$ cat src/rtl/i2c_slave_regfile.sv
// Purpose: I2C slave with a byte-wide register file, register pointer with auto-increment/wrap, repeated START.
// Latency: pin-to-event SYNC_STAGES+1 core clocks; local read of reg_data_o is combinational.
// Backpressure: none; the slave never stretches SCL, every accepted byte is handled at bus rate.
//
// Ports:
//   i2c_core_clock_i / i2c_core_reset_n_i : core clock (>= 8x SCL) and async active-low reset
//   scl_i / sda_i                         : raw pin levels, oversampled through synchronisers
//   sda_oe_o                              : 1 pulls SDA low (open drain), 0 releases
//   start_o / stop_o                      : one-cycle pulses on (repeated) START and STOP
//   busy_o                                : set on address match, cleared on START/STOP
//   reg_addr_i / reg_data_o               : local combinational register read
//   wr_valid_o / wr_addr_o / wr_data_o    : one-cycle notification of each committed I2C write
module i2c_slave_regfile #(
    parameter logic [6:0] SLAVE_ADDR  = 7'h50,
    parameter int         NUM_REGS    = 16,
    parameter int         SYNC_STAGES = 2,
    localparam int        PTR_W       = ($clog2(NUM_REGS) > 1) ? $clog2(NUM_REGS) : 1
) (
    input  logic             i2c_core_clock_i,
    input  logic             i2c_core_reset_n_i,
    input  logic             scl_i,
    input  logic             sda_i,
    output logic             sda_oe_o,
    output logic             start_o,
    output logic             stop_o,
    output logic             busy_o,
    input  logic [PTR_W-1:0] reg_addr_i,
    output logic [7:0]       reg_data_o,
    output logic             wr_valid_o,
    output logic [PTR_W-1:0] wr_addr_o,
    output logic [7:0]       wr_data_o
);

    typedef enum logic [3:0] {
        IDLE, ADDR, ADDR_ACK, PTR, PTR_ACK, WDATA, WDATA_ACK, RDATA, RACK, IGNORE
    } state_t;

    // ------------------------------------------------------------------
    // Pin synchronisers plus one history flop for edge detection.
    // Reset to 1 so an idle (pulled-up) bus produces no edges.
    // ------------------------------------------------------------------
    logic [SYNC_STAGES-1:0] r_scl_sync;
    logic [SYNC_STAGES-1:0] r_sda_sync;
    logic                   r_scl_d;
    logic                   r_sda_d;

    always_ff @(posedge i2c_core_clock_i or negedge i2c_core_reset_n_i) begin
        if (!i2c_core_reset_n_i) begin
            r_scl_sync <= '1;
            r_sda_sync <= '1;
            r_scl_d    <= 1'b1;
            r_sda_d    <= 1'b1;
        end else begin
            r_scl_sync <= {r_scl_sync[SYNC_STAGES-2:0], scl_i};
            r_sda_sync <= {r_sda_sync[SYNC_STAGES-2:0], sda_i};
            r_scl_d    <= r_scl_sync[SYNC_STAGES-1];
            r_sda_d    <= r_sda_sync[SYNC_STAGES-1];
        end
    end

    logic w_scl;
    logic w_sda;
    logic w_scl_rise;
    logic w_scl_fall;
    logic w_start;
    logic w_stop;

    assign w_scl      = r_scl_sync[SYNC_STAGES-1];
    assign w_sda      = r_sda_sync[SYNC_STAGES-1];
    assign w_scl_rise =  w_scl & ~r_scl_d;
    assign w_scl_fall = ~w_scl &  r_scl_d;
    // SCL must be high both before and after the SDA edge to count as a bus condition.
    assign w_start    = w_scl & r_scl_d &  r_sda_d & ~w_sda;
    assign w_stop     = w_scl & r_scl_d & ~r_sda_d &  w_sda;

    // ------------------------------------------------------------------
    // State and datapath registers
    // ------------------------------------------------------------------
    state_t           r_state;
    logic [3:0]       r_bit_cnt;
    logic [7:0]       r_shift;
    logic             r_sda_oe;
    logic             r_busy;
    logic [PTR_W-1:0] r_ptr;
    logic             r_rw;
    logic             r_start;
    logic             r_stop;
    logic             r_wr_vld;
    logic [PTR_W-1:0] r_wr_addr;
    logic [7:0]       r_wr_dat;
    logic [7:0]       r_regs [NUM_REGS];

    state_t           w_state_nxt;
    logic [3:0]       w_cnt_nxt;
    logic [7:0]       w_shift_nxt;
    logic             w_sda_oe_nxt;
    logic             w_busy_nxt;
    logic [PTR_W-1:0] w_ptr_nxt;
    logic             w_rw_nxt;
    logic             w_start_nxt;
    logic             w_stop_nxt;
    logic             w_wr_vld_nxt;
    logic [PTR_W-1:0] w_wr_addr_nxt;
    logic [7:0]       w_wr_dat_nxt;
    logic             w_reg_we;
    logic [PTR_W-1:0] w_ptr_inc;
    logic             w_ptr_in_range;

    assign w_ptr_inc      = (r_ptr == PTR_W'(NUM_REGS - 1)) ? '0 : r_ptr + PTR_W'(1);
    assign w_ptr_in_range = ({1'b0, r_shift} < 9'(NUM_REGS));

    always_comb begin
        w_state_nxt   = r_state;
        w_cnt_nxt     = r_bit_cnt;
        w_shift_nxt   = r_shift;
        w_sda_oe_nxt  = r_sda_oe;
        w_busy_nxt    = r_busy;
        w_ptr_nxt     = r_ptr;
        w_rw_nxt      = r_rw;
        w_start_nxt   = 1'b0;
        w_stop_nxt    = 1'b0;
        w_wr_vld_nxt  = 1'b0;
        w_wr_addr_nxt = r_wr_addr;
        w_wr_dat_nxt  = r_wr_dat;
        w_reg_we      = 1'b0;

        if (w_start) begin
            w_state_nxt  = ADDR;
            w_cnt_nxt    = '0;
            w_sda_oe_nxt = 1'b0;
            w_busy_nxt   = 1'b0;
            w_start_nxt  = 1'b1;
        end else if (w_stop) begin
            w_state_nxt  = IDLE;
            w_sda_oe_nxt = 1'b0;
            w_busy_nxt   = 1'b0;
            w_stop_nxt   = 1'b1;
        end else begin
            case (r_state)
                ADDR, PTR, WDATA: begin
                    if (w_scl_rise && (r_bit_cnt < 4'd8)) begin
                        w_shift_nxt = {r_shift[6:0], w_sda};
                        w_cnt_nxt   = r_bit_cnt + 4'd1;
                    end else if (w_scl_fall && (r_bit_cnt == 4'd8)) begin
                        if (r_state == ADDR) begin
                            if (r_shift[7:1] == SLAVE_ADDR) begin
                                w_sda_oe_nxt = 1'b1;
                                w_busy_nxt   = 1'b1;
                                w_rw_nxt     = r_shift[0];
                                w_state_nxt  = ADDR_ACK;
                                // Preload the first read byte so the ACK-slot fall can present it.
                                if (r_shift[0]) begin
                                    w_shift_nxt = r_regs[r_ptr];
                                end
                            end else begin
                                w_sda_oe_nxt = 1'b0;
                                w_state_nxt  = IGNORE;
                            end
                        end else if (r_state == PTR) begin
                            if (w_ptr_in_range) begin
                                w_sda_oe_nxt = 1'b1;
                                w_ptr_nxt    = r_shift[PTR_W-1:0];
                                w_state_nxt  = PTR_ACK;
                            end else begin
                                w_sda_oe_nxt = 1'b0;
                                w_state_nxt  = IGNORE;
                            end
                        end else begin
                            // Commit the data byte at the moment the ACK is driven.
                            w_reg_we      = 1'b1;
                            w_wr_vld_nxt  = 1'b1;
                            w_wr_addr_nxt = r_ptr;
                            w_wr_dat_nxt  = r_shift;
                            w_sda_oe_nxt  = 1'b1;
                            w_ptr_nxt     = w_ptr_inc;
                            w_state_nxt   = WDATA_ACK;
                        end
                    end
                end

                ADDR_ACK: begin
                    if (w_scl_fall) begin
                        w_cnt_nxt = '0;
                        if (r_rw) begin
                            // End of the ACK slot doubles as the first data bit drive.
                            w_sda_oe_nxt = ~r_shift[7];
                            w_shift_nxt  = {r_shift[6:0], 1'b0};
                            w_state_nxt  = RDATA;
                        end else begin
                            w_sda_oe_nxt = 1'b0;
                            w_state_nxt  = PTR;
                        end
                    end
                end

                PTR_ACK, WDATA_ACK: begin
                    if (w_scl_fall) begin
                        w_sda_oe_nxt = 1'b0;
                        w_cnt_nxt    = '0;
                        w_state_nxt  = WDATA;
                    end
                end

                RDATA: begin
                    // r_bit_cnt counts master sample edges; each fall presents the next bit
                    // until all eight have been sampled, then SDA is handed to the master.
                    if (w_scl_rise && (r_bit_cnt < 4'd8)) begin
                        w_cnt_nxt = r_bit_cnt + 4'd1;
                    end else if (w_scl_fall) begin
                        if (r_bit_cnt == 4'd8) begin
                            w_sda_oe_nxt = 1'b0;
                            w_state_nxt  = RACK;
                        end else begin
                            w_sda_oe_nxt = ~r_shift[7];
                            w_shift_nxt  = {r_shift[6:0], 1'b0};
                        end
                    end
                end

                RACK: begin
                    if (w_scl_rise) begin
                        if (!w_sda) begin
                            w_ptr_nxt   = w_ptr_inc;
                            w_shift_nxt = r_regs[w_ptr_inc];
                            w_cnt_nxt   = '0;
                            w_state_nxt = RDATA;
                        end else begin
                            w_state_nxt = IGNORE;
                        end
                    end
                end

                default: begin
                    // IDLE and IGNORE only react to START/STOP.
                    w_state_nxt = r_state;
                end
            endcase
        end
    end

    always_ff @(posedge i2c_core_clock_i or negedge i2c_core_reset_n_i) begin
        if (!i2c_core_reset_n_i) begin
            r_state   <= IDLE;
            r_bit_cnt <= '0;
            r_shift   <= '0;
            r_sda_oe  <= 1'b0;
            r_busy    <= 1'b0;
            r_ptr     <= '0;
            r_rw      <= 1'b0;
            r_start   <= 1'b0;
            r_stop    <= 1'b0;
            r_wr_vld  <= 1'b0;
            r_wr_addr <= '0;
            r_wr_dat  <= '0;
        end else begin
            r_state   <= w_state_nxt;
            r_bit_cnt <= w_cnt_nxt;
            r_shift   <= w_shift_nxt;
            r_sda_oe  <= w_sda_oe_nxt;
            r_busy    <= w_busy_nxt;
            r_ptr     <= w_ptr_nxt;
            r_rw      <= w_rw_nxt;
            r_start   <= w_start_nxt;
            r_stop    <= w_stop_nxt;
            r_wr_vld  <= w_wr_vld_nxt;
            r_wr_addr <= w_wr_addr_nxt;
            r_wr_dat  <= w_wr_dat_nxt;
        end
    end

    // Register file: a local read in the same cycle as a write sees the old value.
    always_ff @(posedge i2c_core_clock_i or negedge i2c_core_reset_n_i) begin
        if (!i2c_core_reset_n_i) begin
            for (int i = 0; i < NUM_REGS; i++) begin
                r_regs[i] <= '0;
            end
        end else if (w_reg_we) begin
            r_regs[r_ptr] <= r_shift;
        end
    end

    assign reg_data_o = r_regs[reg_addr_i];
    assign sda_oe_o   = r_sda_oe;
    assign start_o    = r_start;
    assign stop_o     = r_stop;
    assign busy_o     = r_busy;
    assign wr_valid_o = r_wr_vld;
    assign wr_addr_o  = r_wr_addr;
    assign wr_data_o  = r_wr_dat;

endmodule

$ cat config.mk
export PLATFORM = sky130hd
export DESIGN_NAME = i2c_slave_regfile
export DESIGN_NICKNAME = d
export VERILOG_FILES = /design/src/rtl/i2c_slave_regfile.sv
export SDC_FILE = /design/constraint.sdc
export NUM_CORES = 1
export LEC_CHECK = 0
export ABC_CLOCK_PERIOD_IN_PS = 7300
export BUFFER_PORTS_ARGS = -buffer_cell sky130_fd_sc_hd__buf_2
export CELL_PAD_IN_SITES_DETAIL_PLACEMENT = 0
export CELL_PAD_IN_SITES_GLOBAL_PLACEMENT = 2
export CORE_MARGIN = 10
export CORE_UTILIZATION = 40
export DETAILED_ROUTE_END_ITERATION = 7
export PLACE_DENSITY_LB_ADDON = 0.1
export SLEW_MARGIN = 20
export SYNTH_ARGS = -nofsm -noshare
export SYNTH_HDL_FRONTEND = slang
export SYNTH_SLANG_ARGS = --single-unit
$ cat constraint.sdc
create_clock -name i2c_core_clock_i -period 7.3 [get_ports i2c_core_clock_i]
set_input_delay 0.73 -clock i2c_core_clock_i [delete_from_list [all_inputs] [get_ports i2c_core_clock_i]]
set_output_delay 0.73 -clock i2c_core_clock_i [all_outputs]
set_load 0.01 [all_outputs]
==> flow_summary.ini <==
[run_status]
outcome = complete, no violations

[worst_hold_path]
worst_hold_path_class = flop to flop
hp-start = r_sda_sync[0]

[yosys]
ys_top_cells_by_count = 166 x dfrtp_1, 148 x mux2_2, 79 x mux4_2, 52 x nand2_1, 49 x clkbuf_1
netlist.area_leader.share_pct = 39.9
synth-edff-count = 0
post_synth_xor_area_fraction_pct = 0.253
post_synth.cell_area_avg_um2 = 12.3
post_synth_main_area_contributors = dfrtp_1 40%, mux4_2 17%, mux2_2 16%
synth.ff_latch_count = 172
synth_cells = 845
yosys.cell_count.top_type = dfrtp_1
synth_top_cell_by_area = dfrtp_1
synthSimpleGateAreaFrac_pct = 9.40
ys_types = 68
synth.yosys.warnings = 0
synthAdderAreaFrac_pct = 0.722
postSynthNetCount = 859
yosys_most_used_dff = dfrtp_1
synth_sequential_area_ratio_pct = 41.5
synth-compound-area-share_pct = 10.2
synth_async_sr_flop_share_pct = 100
synth_area_mm2 = 0.0104
synth_mux_area_share_pct = 34.7
combinational_family_with_the_most_area_after_synthesis = multiplexers

[clock_network]
postCtsSetupBuffers = 0
clk_pin_slew_ns = 0.07
worst_skew_pair.late_latency_ns = 0.45
ctsRootBufferMaster = clkbuf_16
tritoncts_num_sinks = 172
max-clock-path-buffers = 2
tritoncts_clock_tree = yes
cts_max_level = 4
cts_hold_repair.buffers = 0
post_cts_resize_count = 0
numCtsBuffers = 17

[sta]
layout_min_cycle_time_ns = 4.06
setup_ws_ns = 3.24
setup_violations = 0
worstMarginPinSlew_ns = 1.05
relSlewSlack_pct = 29.1
rsz0062_at_grt = false
totalNegativeSetupSlack_ns = 0
achievable-frequency_ghz = 0.247
final_min_period_over_clock_period_pct = 55.6
hold_viol = 0
timing_max_transition_violations_final = 0
fin_worst_skew_ns = 0.0231
finalHoldWorstSlack_ns = 0.361

[placement]
placed_cell_areas_mm2 = 0.0108
placement.io_buffers = 32
detailedPlacementHpwl_um = 21900
detailedPlace.worstSlack_ns = 3.33
place.gp.congestion = 0.945

[routing]
vias_per_cell = 6.44
dr.pass1.iters = 5
drc = 0
antenna_violating_nets_post_route = 0
wl_per_cell_um = 27.6
drt_wl_total_um = 32600
num_vias = 7593
initialDrtViolationCount = 936

[setup_path]
critical_path_arrival_ns = 4.40
r2r-start = r_ptr[0]
critical_path.startpoint_type = flop
top_fanout_value_on_the_critical_path = 29
setup.worst_path.class = flop to flop
crit_required_ns = 7.65
worst_setup_path_end_kind = flop
worstSetupStartpoint = r_ptr[0]

[power_and_ir_drop]
total_power_mw = 3.26
p_leak_nw = 4.91
max-vdd-ir-drop_mv = 0.213
power.density_cell_area_mw_per_mm2 = 286

[grt]
first_pass_grt_wire_length_um = 50400
remaining_global_route_overflow = 0
antenna_found_initial = 0
grt_usage_pct = 19.8
first_global_vias = 7669
largest_net_degree_at_the_start_of_global_routing = 107

[floorplan]
effective_utilization_at_floorplan_pct = 40.9
num_io_pins = 33
die_height_um = 181
dieArea_mm2 = 0.0328
dieWidth_um = 181
floorplan.rows = 58
floorplan.core_area_mm2 = 0.0254

[layout]
area_growth_pct = 9.74
antenna-diode-count = 0
layout.cell_area.non_filler_mm2 = 0.0114
nNetsFinal = 850
post_route_cells_drive_above_1_share_pct = 38.4

[run]
cap_violations = 0
==> sequential cells by signal, summed over array words and instances, names as in the netlist, 2 cells and up <==
signal and flops:
r_regs 128, r_shift 8, wr_data_o 8, r_bit_cnt 4, r_ptr 4, r_state 4
wr_addr_o 4, r_scl_sync 2, r_sda_sync 2
==> routing by layer <==
metal / vias to the layer above / track usage, % / part of all wire [%]
met2: 281 / 30.3 / 47
met5: - / 0 / 0
met3: 51 / 3.64 / 5.5
met1: 3995 / 27.6 / 45
met4: 0 / 6.38 / 2.6
li1: 3266 / - / -
==> worst max-delay path: stages, from the launching register on <==
cell      delay (ns)
dfrtp_1         0.33
buf_4           0.37
clkinv_1        0.71
ha_2            0.62
clkinv_1        0.50
a211oi_1        0.77
a22oi_1         0.19
a31oi_1         0.18
o211ai_1        0.11
a31oi_1         0.18
==> kinds of logic after synthesis <==
family / after synthesis
adders and majority gates: 6
buffers and inverters: 83
AOI/OAI and AO/OA: 155
and+or+nand+nor: 183
xor gates and xnor gates: 3
muxes: 243
DFF: 172
==> final cells by class <==
cell class,count,area [um2]
clock buffers,17,425
multi-input cells,590,5760
inverters,10,37.5
flip-flops and latches,172,4310
repair buffers,45,267
fillers,2311,14000
well taps,330,413
clock inverters,15,193
==> placed cells by master (no fill, tap or decap), types with 3 or more instances in the layout <==
cell	synthesis	layout
a211o_1	7	7
a211oi_1	14	14
a21o_1	4	4
a21oi_1	45	45
a221oi_1	3	3
a22o_1	3	3
a22oi_1	12	12
a31oi_1	20	20
and3_1	10	10
buf_2	13	30
buf_4	0	14
clkbuf_16	0	17
clkinv_8	0	4
dfrtp_1	166	164
dfstp_2	6	6
ha_1	6	5
inv_1	8	8
inv_6	0	5
inv_8	0	4
mux2_2	148	148
mux2i_1	16	16
mux4_2	79	79
nand2_1	52	52
nand2b_1	5	5
nand3_1	30	30
nand3b_1	5	5
nand4_1	5	5
nor2_1	30	30
nor2b_1	9	9
nor3_1	10	10
nor3b_1	3	3
o211ai_1	10	10
o21ai_0	17	17
or4_1	3	3
==> final timing paths <==
| kind | endpoint | slack (ns) | cells past startpoint |
|---|---|---|---|
| worst max-delay path | r_shift[2] | 3.24 | 9 |
| worst min-delay path | r_sda_sync[1] | 0.36 | 0 |
| worst max register to register | r_shift[2] | 3.24 | 9 |
| worst min register to register | r_sda_sync[1] | 0.36 | 0 |
| max in group asynchronous | r_regs[87] | 5.41 | 2 |
| min in group asynchronous | r_state[1] | 0.43 | 1 |
==> power breakdown <==
group / total (mW) / internal [mW] / switching [mW]
Sequential: 1.24 / 1.00 / 0.236
Clock: 0.973 / 0.498 / 0.475
Combinational: 1.05 / 0.363 / 0.690
Total: 3.26 / 1.86 / 1.40
==> per-stage QoR <==
stage	instances	util [%]
2_1_floorplan	845	-
3_3_place_gp	1147	42.5
3_5_place_dp	1147	42.5
4_1_cts	1179	44.9
5_1_grt	1179	44.9
6_report	1179	44.9
Power figures use the tool's default switching activity.
